## src/rtl/fifo_dispatch_arbiter_if.sv

```systemverilog
// Handshake bundle between the ingress FIFO bank, the dispatch arbiter and the egress FIFO bank.
// master is the arbiter side; slave is the FIFO-bank side.
interface fifo_dispatch_arbiter_if #(
    parameter int unsigned WORD_SIZE = 10,
    parameter int unsigned PTR       = 3
);
    logic [3:0]           in_empty;
    logic [WORD_SIZE-1:0] in_data0;
    logic [WORD_SIZE-1:0] in_data1;
    logic [WORD_SIZE-1:0] in_data2;
    logic [WORD_SIZE-1:0] in_data3;
    logic [3:0]           in_pop;
    logic [3:0]           out_almost_full;
    logic [3:0]           out_push;
    logic [WORD_SIZE-1:0] out_data;
    logic [1:0]           grant;
    logic                 idle;
    logic [PTR+4:0]       fwd_count;

    modport master (
        input  in_empty,
        input  in_data0,
        input  in_data1,
        input  in_data2,
        input  in_data3,
        input  out_almost_full,
        output in_pop,
        output out_push,
        output out_data,
        output grant,
        output idle,
        output fwd_count
    );

    modport slave (
        output in_empty,
        output in_data0,
        output in_data1,
        output in_data2,
        output in_data3,
        output out_almost_full,
        input  in_pop,
        input  out_push,
        input  out_data,
        input  grant,
        input  idle,
        input  fwd_count
    );
endinterface

```

## src/rtl/fifo_dispatch_arbiter.sv

```systemverilog
// Pops one word per cycle from four ingress FIFOs and routes it to the egress FIFO named by its MSBs.
// Define ARB_ROUND_ROBIN_EN for round-robin source selection; otherwise lowest index wins.
module fifo_dispatch_arbiter #(
    parameter int unsigned WORD_SIZE = 10,
    parameter int unsigned PTR       = 3
) (
    input logic                  clk,
    input logic                  reset,
    fifo_dispatch_arbiter_if.master bus
);

    localparam int unsigned CntW = PTR + 5;

    typedef enum logic [1:0] {
        StInit,
        StIdle,
        StActive
    } state_e;

    state_e               state_q, state_d;
    logic                 v1_q, v1_d;
    logic [1:0]           src_q, src_d;
    logic [3:0]           out_push_q, out_push_d;
    logic [WORD_SIZE-1:0] out_data_q, out_data_d;
    logic [1:0]           grant_q, grant_d;
    logic [CntW-1:0]      fwd_count_q, fwd_count_d;

    logic [3:0]           avail;
    logic                 any_avail;
    logic                 stall;
    logic                 pop_en;
    logic [1:0]           sel;
    logic [WORD_SIZE-1:0] stage_data;
    logic [1:0]           dest;

    assign avail     = ~bus.in_empty;
    assign any_avail = |avail;
    // Destination is unknown until data returns, so any almost_full stalls every source.
    assign stall     = |bus.out_almost_full;
    assign pop_en    = (state_q == StActive) && any_avail && !stall;

`ifdef ARB_ROUND_ROBIN_EN
    logic [1:0] rr_ptr_q, rr_ptr_d;

    always_comb begin
        logic [1:0] idx;
        logic       found;
        sel   = rr_ptr_q;
        found = 1'b0;
        idx   = rr_ptr_q;
        // k = 4 wraps back onto the pointer itself, so the last grant is checked last.
        for (int k = 1; k <= 4; k++) begin
            idx = rr_ptr_q + 2'(k);
            if (!found && avail[idx]) begin
                sel   = idx;
                found = 1'b1;
            end
        end
    end

    always_comb begin
        rr_ptr_d = rr_ptr_q;
        if (pop_en) begin
            rr_ptr_d = sel;
        end
    end

    always_ff @(posedge clk or negedge reset) begin
        if (!reset) begin
            rr_ptr_q <= 2'd3;
        end else begin
            rr_ptr_q <= rr_ptr_d;
        end
    end
`else
    always_comb begin
        sel = 2'd0;
        for (int k = 3; k >= 0; k--) begin
            if (avail[k]) begin
                sel = 2'(k);
            end
        end
    end
`endif

    // Stage 1: the popped FIFO presents its word one cycle after the pop.
    always_comb begin
        stage_data = bus.in_data0;
        unique case (src_q)
            2'd0: stage_data = bus.in_data0;
            2'd1: stage_data = bus.in_data1;
            2'd2: stage_data = bus.in_data2;
            2'd3: stage_data = bus.in_data3;
            default: stage_data = bus.in_data0;
        endcase
    end

    assign dest = stage_data[WORD_SIZE-1 -: 2];

    always_comb begin
        state_d = state_q;
        unique case (state_q)
            StInit: begin
                state_d = StIdle;
            end
            StIdle: begin
                if (any_avail) begin
                    state_d = StActive;
                end
            end
            StActive: begin
                if (!any_avail && !v1_q) begin
                    state_d = StIdle;
                end
            end
            default: begin
                state_d = StInit;
            end
        endcase
    end

    always_comb begin
        v1_d        = pop_en;
        src_d       = pop_en ? sel : src_q;
        grant_d     = pop_en ? sel : grant_q;
        out_push_d  = 4'b0000;
        out_data_d  = out_data_q;
        fwd_count_d = fwd_count_q;
        if (v1_q) begin
            out_push_d  = 4'b0001 << dest;
            out_data_d  = stage_data;
            fwd_count_d = fwd_count_q + CntW'(1);
        end
    end

    always_ff @(posedge clk or negedge reset) begin
        if (!reset) begin
            state_q     <= StInit;
            v1_q        <= 1'b0;
            src_q       <= 2'd0;
            grant_q     <= 2'd0;
            out_push_q  <= 4'b0000;
            out_data_q  <= '0;
            fwd_count_q <= '0;
        end else begin
            state_q     <= state_d;
            v1_q        <= v1_d;
            src_q       <= src_d;
            grant_q     <= grant_d;
            out_push_q  <= out_push_d;
            out_data_q  <= out_data_d;
            fwd_count_q <= fwd_count_d;
        end
    end

    assign bus.in_pop    = pop_en ? (4'b0001 << sel) : 4'b0000;
    assign bus.grant     = pop_en ? sel : grant_q;
    assign bus.out_push  = out_push_q;
    assign bus.out_data  = out_data_q;
    assign bus.idle      = (state_q == StIdle);
    assign bus.fwd_count = fwd_count_q;

endmodule

```

## src/flat_wrapper.sv

```systemverilog
// flat-port wrapper written by rule: the top's interface ports become plain ports
module fifo_dispatch_arbiter_flat 
#(
    parameter int unsigned WORD_SIZE = 10,
    parameter int unsigned PTR       = 3
)
  (clk, reset, bus_in_empty, bus_in_data0, bus_in_data1, bus_in_data2, bus_in_data3, bus_out_almost_full, bus_in_pop, bus_out_push, bus_out_data, bus_grant, bus_idle, bus_fwd_count);
  fifo_dispatch_arbiter_if #(.WORD_SIZE(WORD_SIZE), .PTR(PTR)) bus_i ();
  input logic clk;
  input logic reset;
  input wire logic [$bits(bus_i.in_empty)-1:0] bus_in_empty;
  input wire logic [$bits(bus_i.in_data0)-1:0] bus_in_data0;
  input wire logic [$bits(bus_i.in_data1)-1:0] bus_in_data1;
  input wire logic [$bits(bus_i.in_data2)-1:0] bus_in_data2;
  input wire logic [$bits(bus_i.in_data3)-1:0] bus_in_data3;
  input wire logic [$bits(bus_i.out_almost_full)-1:0] bus_out_almost_full;
  output wire logic [$bits(bus_i.in_pop)-1:0] bus_in_pop;
  output wire logic [$bits(bus_i.out_push)-1:0] bus_out_push;
  output wire logic [$bits(bus_i.out_data)-1:0] bus_out_data;
  output wire logic [$bits(bus_i.grant)-1:0] bus_grant;
  output wire logic [$bits(bus_i.idle)-1:0] bus_idle;
  output wire logic [$bits(bus_i.fwd_count)-1:0] bus_fwd_count;
  assign bus_i.in_empty = bus_in_empty;
  assign bus_i.in_data0 = bus_in_data0;
  assign bus_i.in_data1 = bus_in_data1;
  assign bus_i.in_data2 = bus_in_data2;
  assign bus_i.in_data3 = bus_in_data3;
  assign bus_i.out_almost_full = bus_out_almost_full;
  assign bus_in_pop = bus_i.in_pop;
  assign bus_out_push = bus_i.out_push;
  assign bus_out_data = bus_i.out_data;
  assign bus_grant = bus_i.grant;
  assign bus_idle = bus_i.idle;
  assign bus_fwd_count = bus_i.fwd_count;
  fifo_dispatch_arbiter #(.WORD_SIZE(WORD_SIZE), .PTR(PTR)) u_core (.clk(clk), .reset(reset), .bus(bus_i));
endmodule
```

## config.mk

```make
export PLATFORM = sky130hd
export DESIGN_NAME = fifo_dispatch_arbiter_flat
export DESIGN_NICKNAME = d
export VERILOG_FILES = /design/src/rtl/fifo_dispatch_arbiter_if.sv /design/src/rtl/fifo_dispatch_arbiter.sv /design/src/flat_wrapper.sv
export SDC_FILE = /design/constraint.sdc
export NUM_CORES = 1
export LEC_CHECK = 0
export ABC_CLOCK_PERIOD_IN_PS = 1700
export BUFFER_PORTS_ARGS = -buffer_cell sky130_fd_sc_hd__buf_4
export CAP_MARGIN = 10
export CELL_PAD_IN_SITES_DETAIL_PLACEMENT = 1
export CELL_PAD_IN_SITES_GLOBAL_PLACEMENT = 2
export CORE_ASPECT_RATIO = 1.75
export CORE_MARGIN = 5
export CORE_UTILIZATION = 27
export CTS_BUF_LIST = sky130_fd_sc_hd__clkbuf_8
export CTS_CLUSTER_DIAMETER = 150
export DETAILED_ROUTE_END_ITERATION = 10
export PLACE_DENSITY_LB_ADDON = 0.1
export SETUP_SLACK_MARGIN = 0.2
export SLEW_MARGIN = 20
export SYNTH_ARGS = -nofsm -noshare
export SYNTH_HDL_FRONTEND = slang
export SYNTH_SLANG_ARGS = --single-unit
```

## constraint.sdc

```tcl
create_clock -name clk -period 1.7 [get_ports clk]
set_input_delay 0 -clock clk [delete_from_list [all_inputs] [get_ports clk]]
set_output_delay 0 -clock clk [all_outputs]
set_load 0.01 [all_outputs]
```

==> results_dict.tcl, run 1 <==
set metrics [dict create \
    yosysWarnings 0 \
    drive_above_1_share_pct 62.62 \
    ff2ff_setup_slack_ns 0.24 \
    period_share_pct 88.97 \
    clock_latency_ns 0.28 \
    cts_tree "yes" \
    die_h_um 106.7 \
    core_area_um2 5255 \
    crit_fanout 4 \
    p_leak_nw 1.143 \
    p_seq_share_pct 37.7 \
    setup_slack_ns 0.1874 \
    cp-end-kind "primary output" \
    wl_per_cell_um 18.18 \
    arrival_ns 1.51 \
    drt-total-wl_um 4744 \
    vias 1326 \
    final-setup-viol-count 0 \
    switchingPower_mw 0.9440 \
    rows 35 \
    die_w_um 65.28 \
    finalSetupTns_ns 0 \
    antennaDiodeCount 0 \
    hold_class "in -> reg" \
    start_util_pct 27.48 \
    clock_power_share_pct 18.6 \
    grt-ovfl-total 0 \
    place_ws_ns 0.1277 \
    worstMarginPinSlew_ns 0.4446 \
    peakVddDrop_mv 0.5249 \
    clk_pin_slew_ns 0.06 \
    synthDistinctLibCells 34 \
    critPathLaunchType "register" \
    crit_slowest_cell "dfrtp_2" \
    grt_pass1_vias 1552 \
    period_minus_slack_ns 1.513 \
    nets 256 \
    rsz0062_at_grt "yes" \
    synth-seq-area-share_pct 50.26 \
    critPathTopFamily "flip-flops" \
    synth_cells 109 \
    hpwlAfterDp_um 3761 \
    synth-seq-cells 29 \
    place.gp.congestion 0.7190 \
    grt_usage_pct 14.62 \
    r2r_start "u_core.src_q[0]" \
    syn_nets 160 \
    share_comb_of_total_power_pct 43.6 \
    postRouteAntennaNets 0 \
    startpoint "u_core.state_q[0]" \
    outcome "complete, no violations" \
    fp.dieArea_um2 6968 \
    path_cells "or2b_4, a211oi_4, a2bb2oi_2, buf_4" \
    p_per_area_nw_per_um2 1237 \
    grt_pass1_wl_um 7748 \
    avgSynthCellArea_um2 13.25 \
    intPower_mw 1.929 \
    area_growth_pct 60.92 \
    antenna_found_initial 0 \
    timing.fmax_mhz 661.1 \
    critPathRequiredTime_ns 1.70 \
    grt_start_max_net_pins 30 \
    maxCapViolations 0 \
    drv_slew 0 \
    synth_area_um2 1444 \
    hold_viol_final 0 \
    drc_errors 0 \
    finalClockSkew_ns 0.003474 \
    hold_start "bus_in_empty[2]" \
    utilization_pct 44.21 \
    first_pass_iters 2 \
    path_buf_inv 1 \
    path_depth 4 \
    io_pins 79 \
    slowest_delay_ns 0.42 \
    cts_sinks 29 \
    cts_buffer_depth 2 \
    ff2ff_path_depth 3 \
    port_buffers 78 \
    setup.worst_path.class "reg -> out" \
    h-tree-depth 2 \
    clock-root-buffer "clkbuf_8" \
    max_slew_margin_pct 70.36 \
    switching_share_pct 32.85 \
    setup.worst_path.end "bus_grant[1]" \
    vias_per_cell 5.080 \
    numCtsBuffers 5 \
    drt_iter0_markers 29 \
    r2r_end "u_core.bus.out_data[6]" \
]
[tightest hold or removal path, delay by kind of cell]
kind / cells / cell delay, ns
buffers and inverters: 1 / 0.11
AOI/OAI and AO/OA: 2 / 0.18
[metal layers]
metal | part of all wire, % | global-route usage, % | wire length [um]
met2 | 57 | 28.14 | 2705
met1 | 34 | 14.15 | 1622
met4 | 2.2 | 6.380 | 106
met5 | 0 | 0 | 0
met3 | 6.5 | 3.459 | 310
[sequential cells by signal, summed over array words and instances (netlist names)]
signal                flops
u_core.bus.fwd_count      8
u_core.v1_q               1
u_core.bus.out_push       4
u_core.bus.out_data      10
u_core.src_q              2
u_core.state_q            2
u_core.grant_q            2
[cells in the mapped netlist, drive strengths merged]
| library cell | instances | area share [%] |
|---|---|---|
| dfrtp | 29 | 50 |
| mux4 | 10 | 16 |
| mux2 | 9 | 7.0 |
| nand2 | 8 | 2.1 |
| nor2 | 7 | 2.3 |
| nand4 | 5 | 2.2 |
| o21ai | 4 | 1.4 |
| xnor2 | 4 | 2.4 |
| and3 | 3 | 1.3 |
| buf | 3 | 1.4 |
| xor2 | 3 | 1.8 |
| a21oi | 2 | 0.69 |
| a2bb2oi | 2 | 1.2 |
| inv | 2 | 0.52 |
| nor2b | 2 | 0.87 |
| nor3 | 2 | 0.69 |
| a211oi | 1 | 0.87 |
| a21o | 1 | 0.52 |
| a31oi | 1 | 0.43 |
| and4bb | 1 | 0.87 |
| clkbuf | 1 | 0.26 |
| ha | 1 | 0.87 |
| nand2b | 1 | 0.43 |
| nand3 | 1 | 0.35 |
| nor3b | 1 | 0.52 |
| nor4 | 1 | 0.43 |
| o31ai | 1 | 0.52 |
| o32ai | 1 | 0.61 |
| or2b | 1 | 0.52 |
| or4 | 1 | 0.78 |
[stage by stage]
| stage | area, um^2 | instances | total power [mW] | hold WS [ns] |
|---|---|---|---|---|
| 6_report | 2323 | 261 | 2.873 | 0.05322 |
| 5_1_grt | 2323 | 261 | 3.061 | 0.05888 |
| 4_1_cts | 2308 | 260 | 2.893 | 0.04000 |
| 3_5_place_dp | 2112 | 243 | 2.214 | -0.04277 |
| 3_3_place_gp | 2112 | 243 | 2.145 | -0.05163 |
| 2_1_floorplan | 1444 | 109 | 1.676 | -0.2956 |
[worst min path at each step]
stage                                         end  slack [ns]  cells past startpoint
after floorplan           u_core.bus.fwd_count[0]       -0.30                      0
after global placement     u_core.bus.out_data[1]       -0.05                      1
after detailed placement   u_core.bus.out_data[1]       -0.04                      1
after CTS                         u_core.src_q[1]        0.04                      3
after global routing              u_core.src_q[1]        0.06                      3
final                             u_core.src_q[1]        0.05                      3
[timing repair]
| item | 4_1_cts | 5_1_grt |
|---|---|---|
| setup buffers | 7 | 1 |
| setup endpoints to repair | 15 | 11 |
| hold endpoints to repair | 30 | 0 |
| hold buffers | 2 | 0 |
| gates resized for setup | 10 | 2 |
| pin swaps | 3 | 0 |
[power by group through the flow]
| stage | combinational, mW | sequential [mW] | clock, mW |
|---|---|---|---|
| finish | 1.25 | 1.08 | 0.535 |
| global route | 1.36 | 1.11 | 0.589 |
| CTS | 1.24 | 1.08 | 0.565 |
| detailed placement | 1.11 | 1.10 | 0 |
| global placement | 1.07 | 1.08 | 0 |
| floorplan | 0.612 | 1.06 | 0 |
[placed cells by master, fill, tap and decap left out, types with 2 or more instances in the layout]
master / Yosys / layout
xor2_1: 3 / 3
buf_6: 1 / 2
clkbuf_8: 0 / 5
clkinv_2: 0 / 2
nor2_1: 6 / 6
dfrtp_1: 29 / 26
buf_4: 0 / 89
inv_1: 2 / 3
a21oi_1: 2 / 2
nor3_2: 0 / 2
o21ai_0: 4 / 4
nand2_1: 8 / 8
mux4_2: 9 / 9
mux2_2: 9 / 9
dfrtp_2: 0 / 3
dlygate4sd3_1: 0 / 2
and3_1: 3 / 3
nand4_1: 5 / 5
xnor2_1: 4 / 4
[kinds of logic (layout without fill, tap and decap cells)]
group                      Yosys count  after routing  synth area share [%]
and+or+nand+nor                     34             34                 13.35
DFF                                 29             29                 50.26
muxes                               19             19                 22.88
AOI/OAI and AO/OA                   13             13                 6.240
xor gates and xnor gates             7              7                 4.246
buffers and inverters                6            103                 2.166
adders and majority gates            1              1                0.8664
[cell type report]
type                    count  area, um^2
clock buffers               5       68.82
clock inverters             3       13.76
fillers                   597        2932
inverters                   2       7.507
multi-input cells          74       724.4
flip-flops and latches     29       729.5
well taps                  55       68.82
repair buffers             93       710.7
No activity file was read; power rests on OpenSTA's default activity.
==> run 2: changes to the inputs <==
Settings changed: ABC_CLOCK_PERIOD_IN_PS 1700 to 1400.
Clock period 1.7 ns to 1.4 ns, I/O delays scaled along.
==> run 2 against run 1 <==
  * The run now ends with setup timing left
  * Hold slack improved by 0.035 ns
  * Setup slack got worse by 0.27 ns
  * Clock power increased by 43%
  * Global-route usage decreased by 0.086 points
  * Critical endpoint unchanged
  * Clock skew increased by 0.0012 ns
  * Via count about the same
==> results_dict.tcl, run 2 (synthesis gave the netlist of run 1 again) <==
set metrics [dict create \
    outcome "finished, violations left" \
    violations "setup timing" \
    whs_path_depth 3 \
    hold_slack_ns 0.08776 \
    vias_per_cell 4.951 \
    utilization_pct 47.86 \
    numCtsBuffers 5 \
    period_minus_slack_ns 1.482 \
    grt_usage_pct 14.53 \
    core_area_um2 5255 \
    cp-end-kind "primary output" \
    ff2ff_path_depth 3 \
    route.met2.wl_um 2891 \
    setup.worst_path.class "reg -> out" \
    final-setup-viol-count 14 \
    antenna_found_initial 0 \
    p_per_area_nw_per_um2 1563 \
    arrival_ns 1.48 \
    worstMarginPinSlew_ns 0.3867 \
    p_seq_share_pct 31.7 \
    drc_errors 0 \
    switchingPower_mw 1.236 \
    period_share_pct 105.9 \
    final_cell_mix "buf_4 (88), dfrtp_1 (28), mux4_2 (10)" \
    cts_sinks 29 \
    crit_fanout 4 \
    hold_viol_final 0 \
    max_slew_margin_pct 73.98 \
    setup_slack_ns -0.08241 \
    rsz0062_at_grt "yes" \
    drive_above_1_share_pct 68.08 \
    grt-ovfl-total 0 \
    drt-total-wl_um 4818 \
    clk_pin_slew_ns 0.06 \
    share_comb_of_total_power_pct 48.9 \
    intPower_mw 2.695 \
    cts_tree "yes" \
    vias 1327 \
    postRouteAntennaNets 0 \
    layout_commonest_cell "buf_4" \
    critPathLaunchType "register" \
    timing.fmax_mhz 674.6 \
    p_leak_nw 1.221 \
    place_ws_ns -0.1206 \
    cts_buffer_depth 2 \
    area_growth_pct 74.18 \
    clock_latency_ns 0.28 \
    start_util_pct 27.48 \
    nFillCells 577 \
    peakVddDrop_mv 0.6593 \
    grt_pass1_vias 1584 \
    io_pins 79 \
    switching_share_pct 31.44 \
    clock-root-buffer "clkbuf_8" \
    dpl_cell_area_um2 2175 \
    drt_iter0_markers 23 \
    wl_per_cell_um 17.98 \
    drv_slew 0 \
    place.gp.congestion 0.8191 \
    grt_start_max_net_pins 30 \
    antennaDiodeCount 0 \
    fin_area_um2 2515 \
    fp.dieArea_um2 6968 \
    critPathRequiredTime_ns 1.40 \
    die_w_um 65.28 \
    largest_reg_flops 10 \
    port_buffers 78 \
    grt_pass1_wl_um 7610 \
    clock_power_share_pct 19.4 \
    wl_met1_um 1565 \
    hold_class "in -> reg" \
    h-tree-depth 2 \
    wl_met3_um 287 \
    rows 35 \
    top_layer "met4" \
    nets 263 \
    maxCapViolations 0 \
    first_pass_iters 4 \
    hpwlAfterDp_um 3782 \
    finalClockSkew_ns 0.004639 \
    die_h_um 106.7 \
]
-- run 2: critical path, stage by stage (launching register included) --
cell and delay, ns:
dfrtp_1 0.39, or2b_4 0.30, a211oi_4 0.19, a2bb2oi_2 0.18, buf_4 0.14
-- run 2: metrics by stage --
| step | instances | power, mW | setup TNS, ns |
|---|---|---|---|
| 2_1_floorplan | 109 | 2.070 | 0 |
| 3_3_place_gp | 247 | 2.748 | -0.6129 |
| 3_5_place_dp | 247 | 2.827 | -1.087 |
| 4_1_cts | 264 | 3.882 | -0.5113 |
| 5_1_grt | 268 | 4.178 | -1.249 |
| 6_report | 268 | 3.930 | -0.4928 |
-- run 2: area by class of cell --
class                      count  area [um^2]  share of cell area, %
clock buffer                   7        96.34                  3.831
clock inverter                 1        5.005                 0.1990
inverter                       2        7.507                 0.2985
multi-input combinational     74        808.3                  32.14
sequential                    29        726.9                  28.91
tap                           55        68.82                  2.736
timing repair buffer         100        802.0                  31.89
-- run 2: power by group through the flow --
stage / logic, mW / registers, mW / clock network [mW]
3_3_place_gp: 1.50 / 1.25 / 0
6_report: 1.92 / 1.24 / 0.763
2_1_floorplan: 0.774 / 1.30 / 0
5_1_grt: 2.07 / 1.28 / 0.831
4_1_cts: 1.84 / 1.25 / 0.800
3_5_place_dp: 1.56 / 1.27 / 0
-- run 2: per-layer routing --
metal | GRT usage (%) | vias up
met5 | 0 | -
met4 | 5.786 | 0
met3 | 3.564 | 5
met2 | 28.79 | 49
met1 | 13.48 | 660
li1 | - | 613
-- run 2: worst paths after layout --
check                                   startpoint                 endpoint  slack, ns
max                              u_core.state_q[0]             bus_grant[1]      -0.08
min                                bus_in_empty[1]          u_core.src_q[1]       0.09
max reg2reg                        u_core.src_q[0]   u_core.bus.out_data[2]      -0.05
min reg2reg                u_core.bus.fwd_count[7]  u_core.bus.fwd_count[7]       0.47
max in group asynchronous                    reset          u_core.src_q[0]       0.92
min in group asynchronous                    reset   u_core.bus.out_data[3]       0.18
-- run 2: timing repair --
item	in CTS	in global routing
pin swaps	9	4
buffers inserted	7	4
endpoints found under the hold margin	30	0
gates resized for setup	23	13
setup endpoints to repair	23	23
hold buffers	2	0
==> run 3: changes to the inputs <==
--- a/config.mk
+++ b/config.mk
@@ -8,3 +8,2 @@
 export ABC_CLOCK_PERIOD_IN_PS = 1400
-export BUFFER_PORTS_ARGS = -buffer_cell sky130_fd_sc_hd__buf_4
 export CAP_MARGIN = 10
@@ -14,3 +13,3 @@
 export CORE_MARGIN = 5
-export CORE_UTILIZATION = 27
+export CORE_UTILIZATION = 39
 export CTS_BUF_LIST = sky130_fd_sc_hd__clkbuf_8
@@ -18,2 +17,3 @@
 export DETAILED_ROUTE_END_ITERATION = 10
+export DONT_BUFFER_PORTS = 1
 export PLACE_DENSITY_LB_ADDON = 0.1
==> constraint.sdc (replaced) <==
create_clock -name clk -period 1.4 [get_ports clk]
set_input_delay 0.14 -clock clk [delete_from_list [all_inputs] [get_ports clk]]
set_output_delay 0.14 -clock clk [all_outputs]
set_load 0.01 [all_outputs]
==> run 3 against run 2 <==
  * The flow still finishes with violations (setup timing)
  * Power down 10%
  * Clock-buffer cell count stayed put
  * Combinational power shrank 27%
  * Clock skew is essentially flat
  * Routed wire length shrank 26%
  * Critical path depth fell by 1
  * Setup slack lost 0.053 ns
  * Clock power barely moved
  * Sequential power is 9.7% higher
  * Global-route usage grew 0.18 points
  * Die area is 27% lower
  * First-iteration DRC count decreased by 26%
==> results_dict.tcl, run 3 (synthesis gave the netlist of run 1 again) <==
set metrics [dict create \
    drive_above_1_share_pct 51.52 \
    critPathLaunchType "register" \
    hold_class "in -> reg" \
    cts_tree "yes" \
    cp-end-kind "primary output" \
    grt_pass1_vias 1237 \
    arrival_ns 1.40 \
    worstMarginPinSlew_ns 0.2910 \
    placed_cells 161 \
    finalPower_mw 3.537 \
    area_growth_pct 32.93 \
    finalNonFillerCells 178 \
    layout_commonest_cell "dfrtp_1" \
    hold_start "bus_in_empty[1]" \
    rsz0062_at_grt "yes" \
    drv_slew 0 \
    hpwlAfterDp_um 2672 \
    clock-root-buffer "clkbuf_8" \
    start_util_pct 40.20 \
    die_w_um 56.00 \
    vias 1001 \
    core_area_um2 3592 \
    violations "setup timing" \
    largest_reg_flops 10 \
    setup_slack_ns -0.1356 \
    grt_start_max_net_pins 30 \
    p_per_area_nw_per_um2 1843 \
    grt_pass1_wl_um 5789 \
    numCtsBuffers 5 \
    finalSetupTns_ns -0.7341 \
    io_pins 79 \
    path_buf_inv 0 \
    clk_pin_slew_ns 0.06 \
    timing.fmax_mhz 651.2 \
    path_cells "or2b_4, a211oi_4, a2bb2oi_2" \
    place_ws_ns -0.1023 \
    p_leak_nw 0.8227 \
    drt_iter0_markers 17 \
    outcome "finished, violations left" \
    postRouteAntennaNets 0 \
    wl_per_cell_um 20.12 \
    clock_latency_ns 0.28 \
    port_buffers 0 \
    period_share_pct 109.7 \
    final_cell_mix "dfrtp_1 (27), mux4_2 (10), buf_4 (9)" \
    crit_slowest_cell "dfrtp_1" \
    drc_errors 0 \
    r2r_start "u_core.src_q[0]" \
    setup.worst_path.class "reg -> out" \
    first_pass_iters 4 \
    antenna_found_initial 0 \
    antennaDiodeCount 0 \
    finalClockSkew_ns 0.004457 \
    grt-ovfl-total 0 \
    slowest_delay_ns 0.38 \
    drt-total-wl_um 3582 \
    rows 29 \
    startpoint "u_core.state_q[0]" \
    maxCapViolations 0 \
    fp.dieArea_um2 5067 \
    vias_per_cell 5.624 \
    cts_sinks 29 \
    final-setup-viol-count 13 \
    nets 182 \
    critPathTopFamily "compound AO/OA/AOI/OAI gates" \
    h-tree-depth 2 \
    grt_usage_pct 14.71 \
    die_h_um 90.49 \
    max_slew_margin_pct 80.50 \
    peakVddDrop_mv 1.159 \
    place.gp.congestion 0.7286 \
    crit_fanout 4 \
    hold_viol_final 0 \
    cts_buffer_depth 2 \
    critPathRequiredTime_ns 1.26 \
    period_minus_slack_ns 1.536 \
]
[run 3: changes by cell type in the layout (fill, tap and decap cells not counted), moves of 2 or more]
cell | previous run | this run
buf_12 | 1 | 3
buf_4 | 88 | 9
buf_6 | 9 | 5
mux2_2 | 1 | 3
mux2_4 | 8 | 6
o21ai_0 | 2 | 0
[run 3: metrics by stage]
stage | util (%) | hold slack (ns) | area [um^2]
finish | 53.43 | 0.05944 | 1919
global route | 53.43 | 0.06285 | 1919
CTS | 51.93 | 0.05622 | 1866
detailed placement | 45.00 | -0.1548 | 1617
global placement | 45.00 | -0.1548 | 1617
floorplan | - | -0.1556 | 1483
[run 3: cell type report]
cell class	instances	area (um^2)
Inverter	2	7.507
Clock inverter	1	5.005
Clock buffer	7	96.34
Multi-Input combinational cell	74	820.8
Tap cell	46	57.56
Fill cell	355	1673
Timing Repair Buffer	19	203.9
Sequential cell	29	728.2
[run 3: routing by layer]
| layer | global-route usage, % | vias to the layer above | wire (um) |
|---|---|---|---|
| met5 | 0 | - | 0 |
| met4 | 6.337 | 0 | 65 |
| met3 | 5.866 | 5 | 277 |
| met2 | 25.39 | 46 | 1981 |
| met1 | 15.45 | 501 | 1257 |
| li1 | - | 449 | - |
[run 3: power by group]
part | total, mW | internal, mW | switching [mW]
Combinational | 1.41 | 0.881 | 0.528
Sequential | 1.36 | 1.07 | 0.290
Clock | 0.765 | 0.444 | 0.321
[run 3: repair_timing]
item	in CTS	in global routing
resized for setup	21	14
setup endpoints to repair	22	27
hold buffers	3	0
hold endpoints to repair	30	0
pin swaps	12	5
buffers inserted	5	1
[run 3: worst paths after layout]
check                                          end  slack [ns]  cells after the start
min in group asynchronous  u_core.bus.fwd_count[3]        0.31                      2
max in group asynchronous  u_core.bus.fwd_count[2]        0.91                      2
hold / removal                     u_core.src_q[1]        0.06                      2
setup reg to reg            u_core.bus.out_data[4]       -0.05                      3
setup / recovery                      bus_grant[1]       -0.14                      3
hold reg to reg            u_core.bus.fwd_count[7]        0.53                      1
[run 3: worst register-to-register path, stage by stage (launching register included)]
cell and delay, ns:
dfrtp_2 0.41, buf_12 0.15, mux4_2 0.51, mux2_4 0.27
